### config.mk
export PLATFORM = sky130hd
export DESIGN_NAME = rgmii_phy_link_monitor
export DESIGN_NICKNAME = d
export VERILOG_FILES = /design/src/rtl/rgmii_phy_link_monitor.sv
export SDC_FILE = /design/constraint.sdc
export NUM_CORES = 1
export LEC_CHECK = 0
export BUFFER_PORTS_ARGS = -buffer_cell sky130_fd_sc_hd__clkbuf_2
export CAP_MARGIN = 20
export CORE_ASPECT_RATIO = 0.75
export CORE_UTILIZATION = 50
export CTS_BUF_LIST = sky130_fd_sc_hd__clkbuf_2
export CTS_CLUSTER_SIZE = 25
export DETAILED_ROUTE_END_ITERATION = 10
export HOLD_SLACK_MARGIN = 0.02
export PLACE_DENSITY = 0.71
export SLEW_MARGIN = 25
export SYNTH_ARGS = -nofsm -noshare
export SYNTH_HDL_FRONTEND = slang
export SYNTH_SLANG_ARGS = --single-unit
### constraint.sdc
create_clock -name clk -period 2.7 [get_ports clk]
set_input_delay 0.405 -clock clk [delete_from_list [all_inputs] [get_ports clk]]
set_output_delay 0.405 -clock clk [all_outputs]
set_load 0.01 [all_outputs]
### src/rtl/rgmii_phy_link_monitor.sv
// rgmii_phy_link_monitor: Clause 22 MDIO poller that reads BMSR and a PHY status
// register to drive the RGMII bridge speed_selection / duplex_mode inputs.
// Optional link_irq change-pulse output is built when LINK_MONITOR_IRQ_EN is defined.
module rgmii_phy_link_monitor #(
    parameter int         MDC_DIV     = 25,
    parameter int         POLL_CYCLES = 1000000,
    parameter logic [4:0] PHY_ADDR    = 5'h01,
    parameter logic [4:0] STAT_REG    = 5'h11,
    parameter int         SPEED_MSB   = 15,
    parameter int         DUPLEX_BIT  = 13
) (
    input  logic       clk,
    input  logic       reset,
    input  logic       enable,
    input  logic       poll_now,
    input  logic [4:0] phy_addr,
    output logic       mdc,
    output logic       mdio_o,
    output logic       mdio_oe,
    input  logic       mdio_i,
    output logic       link_up,
    output logic [1:0] speed_selection,
    output logic       duplex_mode,
    output logic       status_valid,
    output logic       busy
`ifdef LINK_MONITOR_IRQ_EN
    ,
    output logic       link_irq
`endif
);

    localparam int DIV_W = (MDC_DIV > 2) ? $clog2(MDC_DIV) : 1;
    localparam int TMR_W = (POLL_CYCLES > 2) ? $clog2(POLL_CYCLES) : 1;
    localparam logic [DIV_W-1:0] DIV_TC     = DIV_W'(MDC_DIV - 1);
    localparam logic [TMR_W-1:0] TMR_RELOAD = TMR_W'(POLL_CYCLES - 1);
    localparam logic [4:0]       BMSR_REG   = 5'h01;

    localparam logic [2:0] S_IDLE = 3'd0;
    localparam logic [2:0] S_PRE  = 3'd1;
    localparam logic [2:0] S_HDR  = 3'd2;
    localparam logic [2:0] S_TA   = 3'd3;
    localparam logic [2:0] S_DATA = 3'd4;
    localparam logic [2:0] S_NEXT = 3'd5;

    logic [2:0]       state_q, state_d;
    logic [DIV_W-1:0] div_q, div_d;
    logic             mdc_q, mdc_d;
    logic             mdo_q, mdo_d;
    logic             oe_q, oe_d;
    logic [5:0]       bit_q, bit_d;
    logic [15:0]      sh_q, sh_d;
    logic             sel_q, sel_d;
    logic [4:0]       addr_q, addr_d;
    logic             blink_q, blink_d;
    logic             link_q, link_d;
    logic [1:0]       speed_q, speed_d;
    logic             duplex_q, duplex_d;
    logic             valid_q, valid_d;
    logic             busy_q, busy_d;
    logic [TMR_W-1:0] tmr_q, tmr_d;

    logic             tc, rise, fall;
    logic [13:0]      hdr;
    logic [1:0]       stat_speed, new_speed;
    logic             new_duplex;

    // MDC divider: free-runs only during a transaction, parks low otherwise
    always_comb begin
        tc    = busy_q && (div_q == DIV_TC);
        rise  = tc && !mdc_q;
        fall  = tc && mdc_q;
        div_d = (!busy_q || tc) ? '0 : div_q + 1'b1;
        mdc_d = busy_q ? (mdc_q ^ tc) : 1'b0;
    end

    // Read header and the status values a finished poll would publish
    always_comb begin
        hdr        = {4'b0110, addr_q, sel_q ? STAT_REG : BMSR_REG};
        stat_speed = sh_q[SPEED_MSB -: 2];
        new_speed  = (blink_q && stat_speed != 2'b11) ? stat_speed : speed_q;
        new_duplex = blink_q ? sh_q[DUPLEX_BIT] : duplex_q;
    end

    // Frame sequencer: bits are launched on MDC falls and captured on MDC rises
    always_comb begin
        state_d  = state_q;
        bit_d    = bit_q;
        sh_d     = sh_q;
        sel_d    = sel_q;
        addr_d   = addr_q;
        blink_d  = blink_q;
        link_d   = link_q;
        speed_d  = speed_q;
        duplex_d = duplex_q;
        valid_d  = 1'b0;
        busy_d   = busy_q;
        tmr_d    = tmr_q;
        mdo_d    = mdo_q;
        oe_d     = oe_q;
        case (state_q)
            S_IDLE: begin
                if (enable && tmr_q != '0)
                    tmr_d = tmr_q - 1'b1;
                if (poll_now || (enable && tmr_q == '0)) begin
                    state_d = S_PRE;
                    addr_d  = phy_addr;
                    sel_d   = 1'b0;
                    busy_d  = 1'b1;
                    bit_d   = '0;
                    oe_d    = 1'b1;
                    mdo_d   = 1'b1;
                end
            end
            S_PRE: begin
                if (fall) begin
                    bit_d = bit_q + 6'd1;
                    if (bit_q == 6'd31) begin
                        state_d = S_HDR;
                        bit_d   = '0;
                        sh_d    = {hdr, 2'b11};
                        mdo_d   = hdr[13];
                    end
                end
            end
            S_HDR: begin
                if (fall) begin
                    bit_d = bit_q + 6'd1;
                    sh_d  = {sh_q[14:0], 1'b1};
                    mdo_d = sh_q[14];
                    if (bit_q == 6'd13) begin
                        state_d = S_TA;
                        bit_d   = '0;
                        oe_d    = 1'b0;
                        mdo_d   = 1'b1;
                    end
                end
            end
            S_TA: begin
                if (fall) begin
                    bit_d = bit_q + 6'd1;
                    if (bit_q == 6'd1) begin
                        state_d = S_DATA;
                        bit_d   = '0;
                    end
                end
            end
            S_DATA: begin
                if (rise) begin
                    sh_d = {sh_q[14:0], mdio_i};
                    if (bit_q == 6'd15)
                        state_d = S_NEXT;
                end else if (fall) begin
                    bit_d = bit_q + 6'd1;
                end
            end
            S_NEXT: begin
                // Waits out the high half of the last data bit so the frame ends on a fall
                if (fall) begin
                    if (!sel_q) begin
                        blink_d = sh_q[2];
                        sel_d   = 1'b1;
                        state_d = S_PRE;
                        bit_d   = '0;
                        oe_d    = 1'b1;
                        mdo_d   = 1'b1;
                    end else begin
                        link_d   = blink_q;
                        speed_d  = new_speed;
                        duplex_d = new_duplex;
                        valid_d  = 1'b1;
                        tmr_d    = TMR_RELOAD;
                        busy_d   = 1'b0;
                        state_d  = S_IDLE;
                    end
                end
            end
            default: state_d = S_IDLE;
        endcase
    end

    // State registers with asynchronous reset to the idle, safe-bus values
    always_ff @(posedge clk or posedge reset) begin
        if (reset) begin
            state_q  <= S_IDLE;
            div_q    <= '0;
            mdc_q    <= 1'b0;
            mdo_q    <= 1'b1;
            oe_q     <= 1'b0;
            bit_q    <= '0;
            sh_q     <= '0;
            sel_q    <= 1'b0;
            addr_q   <= PHY_ADDR;
            blink_q  <= 1'b0;
            link_q   <= 1'b0;
            speed_q  <= 2'b10;
            duplex_q <= 1'b1;
            valid_q  <= 1'b0;
            busy_q   <= 1'b0;
            tmr_q    <= '0;
        end else begin
            state_q  <= state_d;
            div_q    <= div_d;
            mdc_q    <= mdc_d;
            mdo_q    <= mdo_d;
            oe_q     <= oe_d;
            bit_q    <= bit_d;
            sh_q     <= sh_d;
            sel_q    <= sel_d;
            addr_q   <= addr_d;
            blink_q  <= blink_d;
            link_q   <= link_d;
            speed_q  <= speed_d;
            duplex_q <= duplex_d;
            valid_q  <= valid_d;
            busy_q   <= busy_d;
            tmr_q    <= tmr_d;
        end
    end

`ifdef LINK_MONITOR_IRQ_EN
    logic irq_q, irq_d;

    // Flag a poll whose published status differs from what was reported before
    always_comb begin
        irq_d = valid_d && ({link_d, speed_d, duplex_d} != {link_q, speed_q, duplex_q});
    end

    // Change-pulse register, aligned with status_valid
    always_ff @(posedge clk or posedge reset) begin
        if (reset)
            irq_q <= 1'b0;
        else
            irq_q <= irq_d;
    end

    assign link_irq = irq_q;
`endif

    assign mdc             = mdc_q;
    assign mdio_o          = mdo_q;
    assign mdio_oe         = oe_q;
    assign link_up         = link_q;
    assign speed_selection = speed_q;
    assign duplex_mode     = duplex_q;
    assign status_valid    = valid_q;
    assign busy            = busy_q;

endmodule

# Word-level counts from Yosys, hierarchy flattened

Cells that the tools add are included.

Flip-flop bits (word level): 66
Output and inout bits: 9
Word-level logic and storage cells: 134

$add $sub $neg: 3
Equality and inequality tests: 26
Muxes and demuxes: 56
Bitwise operators: 2
Reductions and logical operators: 31

Operators with widths:

| cell                                               | count |
|---|---|
| two-way mux 6 bit                                  | 11 |
| two-way mux 16 bit                                 | 4 |
| two-way mux 20 bit                                 | 3 |
| case mux 16 bit (3 select lines)                   | 1 |
| case mux 20 bit (2 select lines)                   | 1 |
| case mux 6 bit (6 select lines)                    | 1 |
| inequality test 2 bit, second input constant       | 16 |
| two-way mux 3 bit                                  | 10 |
| zero test 20 bit                                   | 1 |
| nonzero test 20 bit                                | 1 |
| subtractor 20 x 1 -> 20 bit, second input constant | 1 |
| two-way mux 1 bit                                  | 18 |
| case mux 3 bit (6 select lines)                    | 1 |
| AND reduction 4 bit                                | 4 |
| == test 6 x 4 -> 1 bit, second input constant      | 2 |
| two-way mux 5 bit                                  | 2 |
| AND reduction 10 bit                               | 1 |
| AND reduction 3 bit                                | 3 |
| AND reduction 9 bit                                | 1 |
| AND reduction 7 bit                                | 1 |
| adder 6 x 1 -> 6 bit, second input constant        | 1 |
| == test 3 x 2 -> 1 bit, second input constant      | 2 |
| == test 3 bit, second input constant               | 2 |
| == test 6 x 1 -> 1 bit, second input constant      | 1 |
| other kinds (20)                                   | 29 |

# Logic depth before layout (Yosys ltp)

Gate-level depths: netlist (run 1).

Word-level depth: 6
Mapped depth: 12

# Worst setup path after synthesis (run 1)

Ideal clock, no wire load.

Path type: flip-flop to flip-flop
Start point: reg div_q[0]
End point: reg sh_q[10]
Data arrival time: 2.252 ns
Required time: 2.555 ns
Slack: 0.303 ns
Cell stages (with the launch flop): 13
Clock period less this slack: 2.397 ns
Cell sequence: dfrtp_1 inv_1 ha_1 nand4b_1 nor2_1 ha_1 nor2b_1 nand2_1 a21oi_1 a31oi_1 clkbuf_1 nand2_1 o21ai_0

Word-level cells in the longest chain between the ends: 5

Ends and longest elaborated chain:

| item                                 | line   | source |
|---|---|---|
| from (decl)                          | 46     | `logic [DIV_W-1:0] div_q, div_d;` |
| from (signal assigned)               | 202    | `div_q <= div_d;` |
| == test 5 bit (*)                    | 69     | `tc = busy_q && (div_q == DIV_TC);` |
| logical AND 1 bit (*)                | 69     |  |
| logical AND 1 bit (on tied branches) | 71, 70 |  |
| inequality test 2 bit (no line)      | n/a    |  |
| AND reduction 5 bit (no line) (*)    | n/a    |  |
| to (signal assigned)                 | 190    | `sh_q <= '0;` |
| to (signal assigned)                 | 207    | `sh_q <= sh_d;` |
| to (decl)                            | 51     | `logic [15:0] sh_q, sh_d;` |

Every way passes the cells marked *; elsewhere a longest branch is shown, timed or not.
A chain may end at the register's enable or synchronous reset.

# Worst setup path after layout (run 1)

Start point: reg div_q[1]
End point: reg bit_q[5]

Word-level cells in the longest chain between the ends: 5

Ends and longest elaborated chain:

| item                                 | line   | source |
|---|---|---|
| == test 5 bit (*)                    | 69     |  |
| logical AND 1 bit (*)                | 69     |  |
| logical AND 1 bit (on tied branches) | 71, 70 |  |
| inequality test 2 bit (no line)      | n/a    |  |
| AND reduction 9 bit (no line) (*)    | n/a    |  |
| to (signal assigned)                 | 206    | `bit_q <= bit_d;` |
| to (decl)                            | 50     | `logic [5:0] bit_q, bit_d;` |

Marked as above.

==> impl_metrics.ini, run 1 <==
[status]
status = completed

[synth]
yosys-top-cells-area = dfrtp_1 47%, nand2_1 3.6%, nor2_1 3.5%
synth_cell_types = 51
synth_edf_count = 0
synth.top_cell.area_share = 0.466
avgSynthCellArea_um2 = 9.88
netlist_area_um2 = 3330
ys_seq_elements = 66
ys.flop_type = dfrtp_1
yosysWarnings = 0
yosys.cell_count.top_type = dfrtp_1
synth_cells = 337
synth_fp_nets = 355
synth-async-reset-ratio = 1.00
synth_largest_area_cell = dfrtp_1
ys_seq_area_frac = 0.498
yosys-top-cells-count = 62 x dfrtp_1, 32 x nand2_1, 31 x nor2_1, 18 x a21oi_1, 18 x inv_1

[routing]
antenna_left = 0
drc = 0
dr.pass1.iters = 4
num_vias = 2540
detail_route.wl_per_cell_um = 14.8
wl_mm = 6.70
viasPerCell = 5.59
drt_iter0_drc = 155

[worst_setup_path]
critical_path_required_ns = 3.14
critPathMaxFanout = 11
cp-end-kind = flop
r2r_end = bit_q[5]
arrival_ns = 2.89
reg2reg_from = div_q[1]
worstRegToRegCells = 11
rrSetupSlack_ns = 0.25
cp-start-kind = flop
critical_path_class = reg2reg

[clock_tree]
clock_sinks = 66
cts_htree_levels = 3
clockBufferDepth = 2
clk_pin_slew_ns = 0.21
cts_buffers = 9
cts-root-buf = clkbuf_2
post_cts_buffers = 0
cts_tree = done
clk_latency_ns = 0.51

[min_path]
holdCritPathClass = in2reg
min_to = addr_q[3]
min_from = phy_addr[3]
hold_depth = 2

[timing]
fin_ws_ns = 0.251
post-route-min-period_ns = 2.45
fin_worst_skew_ns = 0.0299
fin_crit_sh = 0.907
tightest_slew_ns = 0.545
fmax_mhz = 408
holdWs_ns = 0.104
rsz0062_at_grt = false
drv_slew = 0
slew_headroom = 0.636
hold_viol_final = 0
setup_violations = 0
tns_ns = 0

[final_layout]
area_growth_pct = 12.6
final_util = 0.590
post-route-cell-area_um2 = 3750
final_cells = 454
antenna_cells = 0
nets = 386
drive_above_1_share = 0.185

[floorplan]
floorplan.die_area_um2 = 6990
design.core.area_um2 = 6350
row_count = 25
start_util = 0.524
die_w_um = 96.2
ios = 19
die_y_um = 72.7

[power]
leakage_nw = 1.62
p_per_area_nw_per_um2 = 461
finalPower_mw = 1.73
max-vdd-ir-drop_mv = 0.417

[job]
drv_cap = 0

[global_routing]
grt_overflow_total = 0
grt_max_degree = 67
antenna_found_initial = 0
grt_pass1_vias = 2311
track_usage = 0.211
grt_pass1_wl_mm = 11.1

[placed_design]
placed_area_um2 = 3590
dp.cells = 437
post-place-ws_ns = 0.109
io_buffers = 18
dp_hpwl_mm = 4.63
gp_congestion = 0.869
[layout make-up]
type	count	area [um2]
multi-input combinational	239	1560
tap	81	101
inverter	19	71.3
sequential	66	1660
clock buffer	9	45.0
clock inverter	7	101
fill	576	2600
timing repair buffer	33	218
[cells by family (layout without fill, tap and decap cells)]
kind of cell | after synthesis | after routing | share of synthesized area
xor gates and xnor gates | 16 | 16 | 0.0421
buffers and inverters | 32 | 68 | 0.0365
adders and majority gates | 8 | 8 | 0.0301
AOI/OAI and AO/OA | 79 | 79 | 0.165
and+or+nand+nor | 123 | 123 | 0.187
DFF | 66 | 66 | 0.498
muxes | 13 | 13 | 0.0417
[report_power, final]
group	total, mW	internal (mW)	leakage (nW)	switching, mW
Clock	0.704	0.312	0.0787	0.392
Combinational	0.0342	0.0107	0.749	0.0235
Sequential	0.990	0.990	0.795	0
Total	1.73	1.31	1.62	0.415
[worst max-delay path, cell delays in order (launching register included)]
cell and delay [ns]:
dfrtp_1 0.44, inv_1 0.06, ha_1 0.13, nand4b_1 0.15, nor2_1 0.17, ha_2 0.32, inv_1 0.06, o31ai_1 0.23
a221oi_1 0.12, a211o_1 0.34, nand2b_4 0.19, o22ai_1 0.18
[metal layers]
layer / global-route usage / wire length [um]
met1: 0.312 / 3460
met2: 0.303 / 2890
met3: 0.0573 / 296
met4: 0.0647 / 44
met5: 0 / 0
[flip-flops by register name, summed over array words and instances (netlist names), 2 cells and up]
| name | count |
|---|---|
| div_q | 5 |
| sh_q | 16 |
| bit_q | 6 |
| state_q | 3 |
| speed_selection | 2 |
| tmr_q | 20 |
| addr_q | 5 |
[worst max-delay path by stage]
stage,start,end,slack (ns),cells past startpoint
finish,div_q[1],bit_q[5],0.25,11
global route,div_q[0],bit_q[5],0.02,11
CTS,div_q[0],bit_q[5],0.1,10
detailed placement,div_q[0],bit_q[5],0.11,10
global placement,div_q[0],bit_q[2],0.20,10
floorplan,div_q[0],sh_q[10],0.30,12
[placed cells by master (no fill, tap or decap), types with 2 or more instances in the layout]
cell type   instances
dfrtp_1            62
nand2_1            32
nor2_1             31
clkbuf_2           27
a21oi_1            18
inv_1              17
o21ai_0            16
xnor2_1            13
buf_4              13
nand3_1            12
nor3_1              9
mux2_2              7
ha_1                7
o22a_1              6
a31oi_1             6
nand2b_1            6
mux2i_1             6
o22ai_1             6
nor4_1              6
a22o_1              5
nor2b_1             4
o31ai_1             4
or3_1               4
dfstp_2             4
or4_1               3
and3_1              3
xor2_1              3
o2111ai_1           3
and2_1              2
nor3b_1             2
a311oi_1            2
a221oi_1            2
a41oi_1             2
clkinvlp_4          2
bufinv_16           2
clkinv_4            2
[repair_timing]
action | CTS | global route
hold endpoints to repair | 62 | 0
endpoints found under the setup margin | 0 | 21
hold buffers | 1 | 0
resized for setup | 0 | 2
No activity file was read; power rests on OpenSTA's default activity.
==> inputs of run 2 (changes only) <==
--- a/config.mk
+++ b/config.mk
@@ -5,7 +5,7 @@
 export SDC_FILE = /design/constraint.sdc
 export NUM_CORES = 1
 export LEC_CHECK = 0
-export BUFFER_PORTS_ARGS = -buffer_cell sky130_fd_sc_hd__clkbuf_2
+export BUFFER_PORTS_ARGS = -buffer_cell sky130_fd_sc_hd__buf_2
 export CAP_MARGIN = 20
 export CORE_ASPECT_RATIO = 0.75
 export CORE_UTILIZATION = 50
==> run 2 against run 1 <==
  * Global-route usage increased by 0.88 points
  * Cell count unchanged
  * Sequential power about the same
  * Critical path depth unchanged
  * Clock-buffer cell count increased by 2
  * Highest routed layer unchanged
==> impl_metrics.ini, run 2 (synthesis gave the netlist of run 1 again) <==
[status]
status = completed

[final_layout]
nets = 386
regMostFlops = tmr_q
final_util = 0.594
mostFrequentLayoutCells = 62 x dfrtp_1, 32 x nand2_1, 30 x nor2_1, 18 x a21oi_1, 18 x buf_2
multi_input_area_um2 = 1570
area_growth_pct = 13.4
mostFrequentLayoutCell = dfrtp_1
drive_above_1_share = 0.188
fill_cells = 557
seqCellArea_um2 = 1660
largestRegisters = tmr_q: 20 flops, sh_q: 16 flops, bit_q: 6 flops
largest_register_ff_count = 20
antenna_cells = 0

[floorplan]
die_w_um = 96.2
ios = 19
row_count = 25
start_util = 0.524
die_y_um = 72.7
design.core.area_um2 = 6350
floorplan.die_area_um2 = 6990

[worst_setup_path]
worst_path_most_repeated_cell = inv_1
critPathMaxFanout = 11
critical_path_class = reg2reg
reg2reg_from = div_q[1]
worstRegToRegCells = 11
arrival_ns = 2.88
cpPeakStageDelay_ns = 0.44
cp_num_cells = 11
critical_path_required_ns = 3.13
cp_top_family = compound AO/OA/AOI/OAI gates
cp_cell_sequence = inv_1, ha_1, nand4b_1, nor2_2, ha_4, inv_1, o31ai_1, a221oi_1, a211o_1, nand2b_4, o22ai_1
cp-end-kind = flop
rrSetupSlack_ns = 0.25
critPathBufInv = 2
worst_path_max_delay_cell = dfrtp_1
r2r_end = bit_q[5]
cp-start-kind = flop

[clock_tree]
clk_pin_slew_ns = 0.20
clock_sinks = 66
cts-root-buf = clkbuf_2
clockBufferDepth = 2
clk_latency_ns = 0.51
cts_htree_levels = 3
cts_tree = done
cts_buffers = 9
post_cts_buffers = 0

[min_path]
min_to = addr_q[4]
min_from = phy_addr[4]
holdCritPathClass = in2reg
hold_depth = 2

[routing]
wl_mm = 6.90
dr.pass1.iters = 4
drc = 0
viasPerCell = 5.64
detail_route.wl_per_cell_um = 15.2
num_vias = 2559
drt_iter0_drc = 216
antenna_left = 0

[global_routing]
track_usage = 0.220
grt_overflow_total = 0
grt_pass1_wl_mm = 11.5
top_usage_layer = met1
use_met2 = 0.317
antenna_found_initial = 0
grt_pass1_vias = 2403
grtUsageMet3 = 0.0625
grt_max_degree = 67
grt_util_met1 = 0.321

[timing]
fmax_mhz = 408
drv_slew = 0
setup_violations = 0
tns_ns = 0
hold_viol_final = 0
post-route-min-period_ns = 2.45
fin_worst_skew_ns = 0.0373
fin_crit_sh = 0.908
rsz0062_at_grt = false
tightest_slew_ns = 0.532
slew_headroom = 0.645

[power]
max-vdd-ir-drop_mv = 0.275
p_per_area_nw_per_um2 = 475
leakage_nw = 1.65

[placed_design]
io_buffers = 18
dp_hpwl_mm = 4.74
gp_congestion = 0.879

[job]
drv_cap = 0
[run 2: cell count changes in the layout (fill, tap and decap cells not counted)]
cell	before	now
buf_2	0	18
clkbuf_2	27	11
clkinvlp_4	2	0
bufinv_16	2	3
clkinv_2	0	1
clkinv_4	2	1
ha_2	1	0
ha_4	0	1
inv_6	1	0
nor2_1	31	30
nor2_2	0	1
[run 2: per-layer routing]
metal,wire [um],share of wire
met1,3540,0.51
met2,3010,0.44
met4,70,0.010
met3,283,0.041
met5,0,0
[run 2: worst max-delay path by stage]
stage,slack (ns),end,from
2_1_floorplan,0.30,sh_q[10],div_q[0]
3_3_place_gp,0.20,bit_q[2],div_q[0]
3_5_place_dp,0.10,sh_q[12],div_q[0]
4_1_cts,0.04,sh_q[4],div_q[1]
5_1_grt,0.02,bit_q[5],div_q[1]
6_report,0.25,bit_q[5],div_q[1]
[run 2: power by group]
group / internal [mW] / leakage (nW) / total, mW / switching, mW
sequential: 0.990 / 0.795 / 0.990 / 0
clock: 0.408 / 0.0961 / 0.769 / 0.361
combinational: 0.0107 / 0.755 / 0.0339 / 0.0231
[run 2: area by class of cell]
class                           count  area share
Multi-Input combinational cell    239       0.415
Sequential cell                    66       0.439
Clock inverter                      5      0.0275
Clock buffer                       11      0.0146
Tap cell                           81      0.0269
Timing Repair Buffer               33      0.0577
Inverter                           19      0.0189
[run 2: metrics by stage]
step / hold WS (ns) / worst slack (ns) / power (mW) / instances / cell area, um2
floorplan: 0.450 / 0.303 / 1.02 / 337 / 3330
global placement: 0.467 / 0.201 / 1.04 / 437 / 3590
detailed placement: 0.466 / 0.100 / 1.04 / 437 / 3590
CTS: 0.0624 / 0.0431 / 1.81 / 454 / 3760
global route: 0.0481 / 0.0160 / 1.86 / 454 / 3770
finish: 0.110 / 0.247 / 1.79 / 454 / 3770
[run 2: timing repair]
item,4_1_cts,5_1_grt
hold buffers,1,0
resized for setup,0,4
hold endpoints to repair,62,0
setup endpoints to repair,0,23
[run 2: worst register-to-register path, stage by stage, from the launching register on]
cell      delay (ns)
dfrtp_1         0.44
inv_1           0.07
ha_1            0.14
nand4b_1        0.18
nor2_2          0.20
ha_4            0.23
inv_1           0.06
o31ai_1         0.23
a221oi_1        0.12
a211o_1         0.34
nand2b_4        0.19
o22ai_1         0.19
==> inputs of run 3 (changes only) <==
--- a/config.mk
+++ b/config.mk
@@ -7,13 +7,15 @@
 export LEC_CHECK = 0
 export BUFFER_PORTS_ARGS = -buffer_cell sky130_fd_sc_hd__buf_2
 export CAP_MARGIN = 20
+export CELL_PAD_IN_SITES_DETAIL_PLACEMENT = 0
+export CELL_PAD_IN_SITES_GLOBAL_PLACEMENT = 2
 export CORE_ASPECT_RATIO = 0.75
-export CORE_UTILIZATION = 50
+export CORE_UTILIZATION = 41
 export CTS_BUF_LIST = sky130_fd_sc_hd__clkbuf_2
 export CTS_CLUSTER_SIZE = 25
 export DETAILED_ROUTE_END_ITERATION = 10
 export HOLD_SLACK_MARGIN = 0.02
-export PLACE_DENSITY = 0.71
+export PLACE_DENSITY = 0.86
 export SLEW_MARGIN = 25
 export SYNTH_ARGS = -nofsm -noshare
 export SYNTH_HDL_FRONTEND = slang
==> run 3 against run 2 <==
  * Clock power is 36% lower
  * Flip-flop and latch count stayed put
  * Clock skew is 0.015 ns lower
  * Cell count is 5.3% higher
  * Power is 15% lower
  * Design area is 1.4% lower
  * Non-clock buffer count stayed put
  * Via count is 0.70% lower
  * Die area is 21% higher
  * Worst setup slack worse by 0.016 ns
  * Wire length is 1.4% higher
  * Critical path type unchanged
==> impl_metrics.ini, run 3 (synthesis gave the netlist of run 1 again) <==
[status]
status = completed

[final_layout]
post-route-cell-area_um2 = 3720
fill_cells = 761
area_growth_pct = 11.8
nets = 386
seqCellArea_um2 = 1660
final_util = 0.472
antenna_cells = 0
drive_above_1_share = 0.182
regMostFlops = tmr_q
mostFrequentLayoutCells = 62 x dfrtp_1, 32 x nand2_1, 31 x nor2_1, 18 x a21oi_1, 18 x buf_2
largest_register_ff_count = 20
mostFrequentLayoutCell = dfrtp_1
largestRegisters = tmr_q: 20 flops, sh_q: 16 flops, bit_q: 6 flops
multi_input_area_um2 = 1560

[global_routing]
grt_max_degree = 38
top_usage_layer = met1
grt_util_met1 = 0.275
grtUsageMet3 = 0.0555
antenna_found_initial = 0
grt_pass1_wl_mm = 11.8
grt_pass1_vias = 2290
track_usage = 0.183
use_met2 = 0.253
grt_overflow_total = 0

[worst_setup_path]
worst_path_most_repeated_cell = inv_1
critPathMaxFanout = 9
reg2reg_from = div_q[0]
cp-start-kind = flop
critical_path_required_ns = 3.13
worst_path_max_delay_cell = dfrtp_1
critPathBufInv = 2
arrival_ns = 2.90
critical_path_class = reg2reg
cp-startpoint = div_q[0]
cpPeakStageDelay_ns = 0.45
cp_cell_sequence = inv_1, ha_1, nand4b_1, nor2_1, ha_2, inv_1, o31ai_1, a221oi_1, a211o_1, nand2b_4, o22ai_1
cp_top_family = compound AO/OA/AOI/OAI gates
cp-end-kind = flop

[placed_design]
placed_area_um2 = 3620
post-place-ws_ns = 0.185
gp_congestion = 0.777
io_buffers = 18
dp_hpwl_mm = 4.90

[routing]
drt_iter0_drc = 112
viasPerCell = 5.32
detail_route.wl_per_cell_um = 14.6
num_vias = 2541
dr.pass1.iters = 4
drc = 0
wl_mm = 7.00
antenna_left = 0

[power]
p_per_area_nw_per_um2 = 408
power.switching_mw = 0.402
max-vdd-ir-drop_mv = 0.221
combPwrFrac = 0.023
switching_share = 0.264
leakage_nw = 1.60
clkPwrFrac = 0.325
internal_power_mw = 1.12
finalPower_mw = 1.52
seqPwrFrac = 0.652

[clock_tree]
cts-root-buf = clkbuf_2
clockBufferDepth = 2
cts_tree = done
cts_buffers = 9
clk_pin_slew_ns = 0.19
clk_latency_ns = 0.51
cts_htree_levels = 3
clock_sinks = 66

[timing]
drv_slew = 0
fin_crit_sh = 0.914
tightest_slew_ns = 0.783
fmax_mhz = 405
setup_violations = 0
hold_viol_final = 0
tns_ns = 0
rsz0062_at_grt = false
post-route-min-period_ns = 2.47
slew_headroom = 0.478
fin_worst_skew_ns = 0.0219
fin_ws_ns = 0.231

[floorplan]
row_count = 28
ios = 19
die_y_um = 80.0
start_util = 0.422
die_w_um = 106
floorplan.die_area_um2 = 8490
design.core.area_um2 = 7880

[job]
drv_cap = 0

[min_path]
holdCritPathClass = in2reg
min_from = phy_addr[4]
[run 3: cell types whose count changed in the layout (fill, tap and decap cells not counted), sizes merged]
cell      change
bufinv        -3
clkbuf        -2
clkinv        +1
clkinvlp      +3
inv           +1
[run 3: cell type report]
type / instances / area share
Clock buffer: 9 / 0.0121
Timing Repair Buffer: 33 / 0.0585
Multi-Input combinational cell: 239 / 0.418
Clock inverter: 7 / 0.0121
Tap cell: 105 / 0.0353
Inverter: 19 / 0.0192
Sequential cell: 66 / 0.445
[run 3: power by group through the flow]
| stage | Combinational (mW) | Clock [mW] | Sequential, mW |
|---|---|---|---|
| floorplan | 0.0174 | 0 | 1.01 |
| detailed placement | 0.0358 | 0 | 1.01 |
| global route | 0.0413 | 0.561 | 0.991 |
| global placement | 0.0355 | 0 | 1.01 |
| CTS | 0.0369 | 0.521 | 0.990 |
| finish | 0.0346 | 0.494 | 0.990 |
[run 3: worst paths after layout]
check                                 end  slack (ns)  cells past startpoint
worst max-delay path             bit_q[5]        0.23                     11
worst min-delay path            addr_q[4]        0.11                      2
worst max register to register   bit_q[5]        0.23                     11
worst min register to register   div_q[0]        0.51                      1
max in group asynchronous          mdio_o        1.50                      4
min in group asynchronous        tmr_q[7]        0.50                      3
[run 3: metal layers]
metal | vias to the layer above | share of wire
met5 | - | 0
met4 | 0 | 0.012
met3 | 10 | 0.040
met2 | 42 | 0.41
met1 | 1208 | 0.54
li1 | 1281 | -
[run 3: stage by stage]
step                std cells  hold WS (ns)
floorplan                 337         0.450
global placement          461         0.468
detailed placement        461         0.477
CTS                       478        0.0649
global route              478        0.0528
finish                    478         0.110
[run 3: what timing repair did]
item                                    in CTS  in global routing
endpoints found under the setup margin       0                 20
buffers inserted                             0                  0
resized for setup                            0                  2
endpoints found under the hold margin       28                  0
hold buffers                                 1                  0
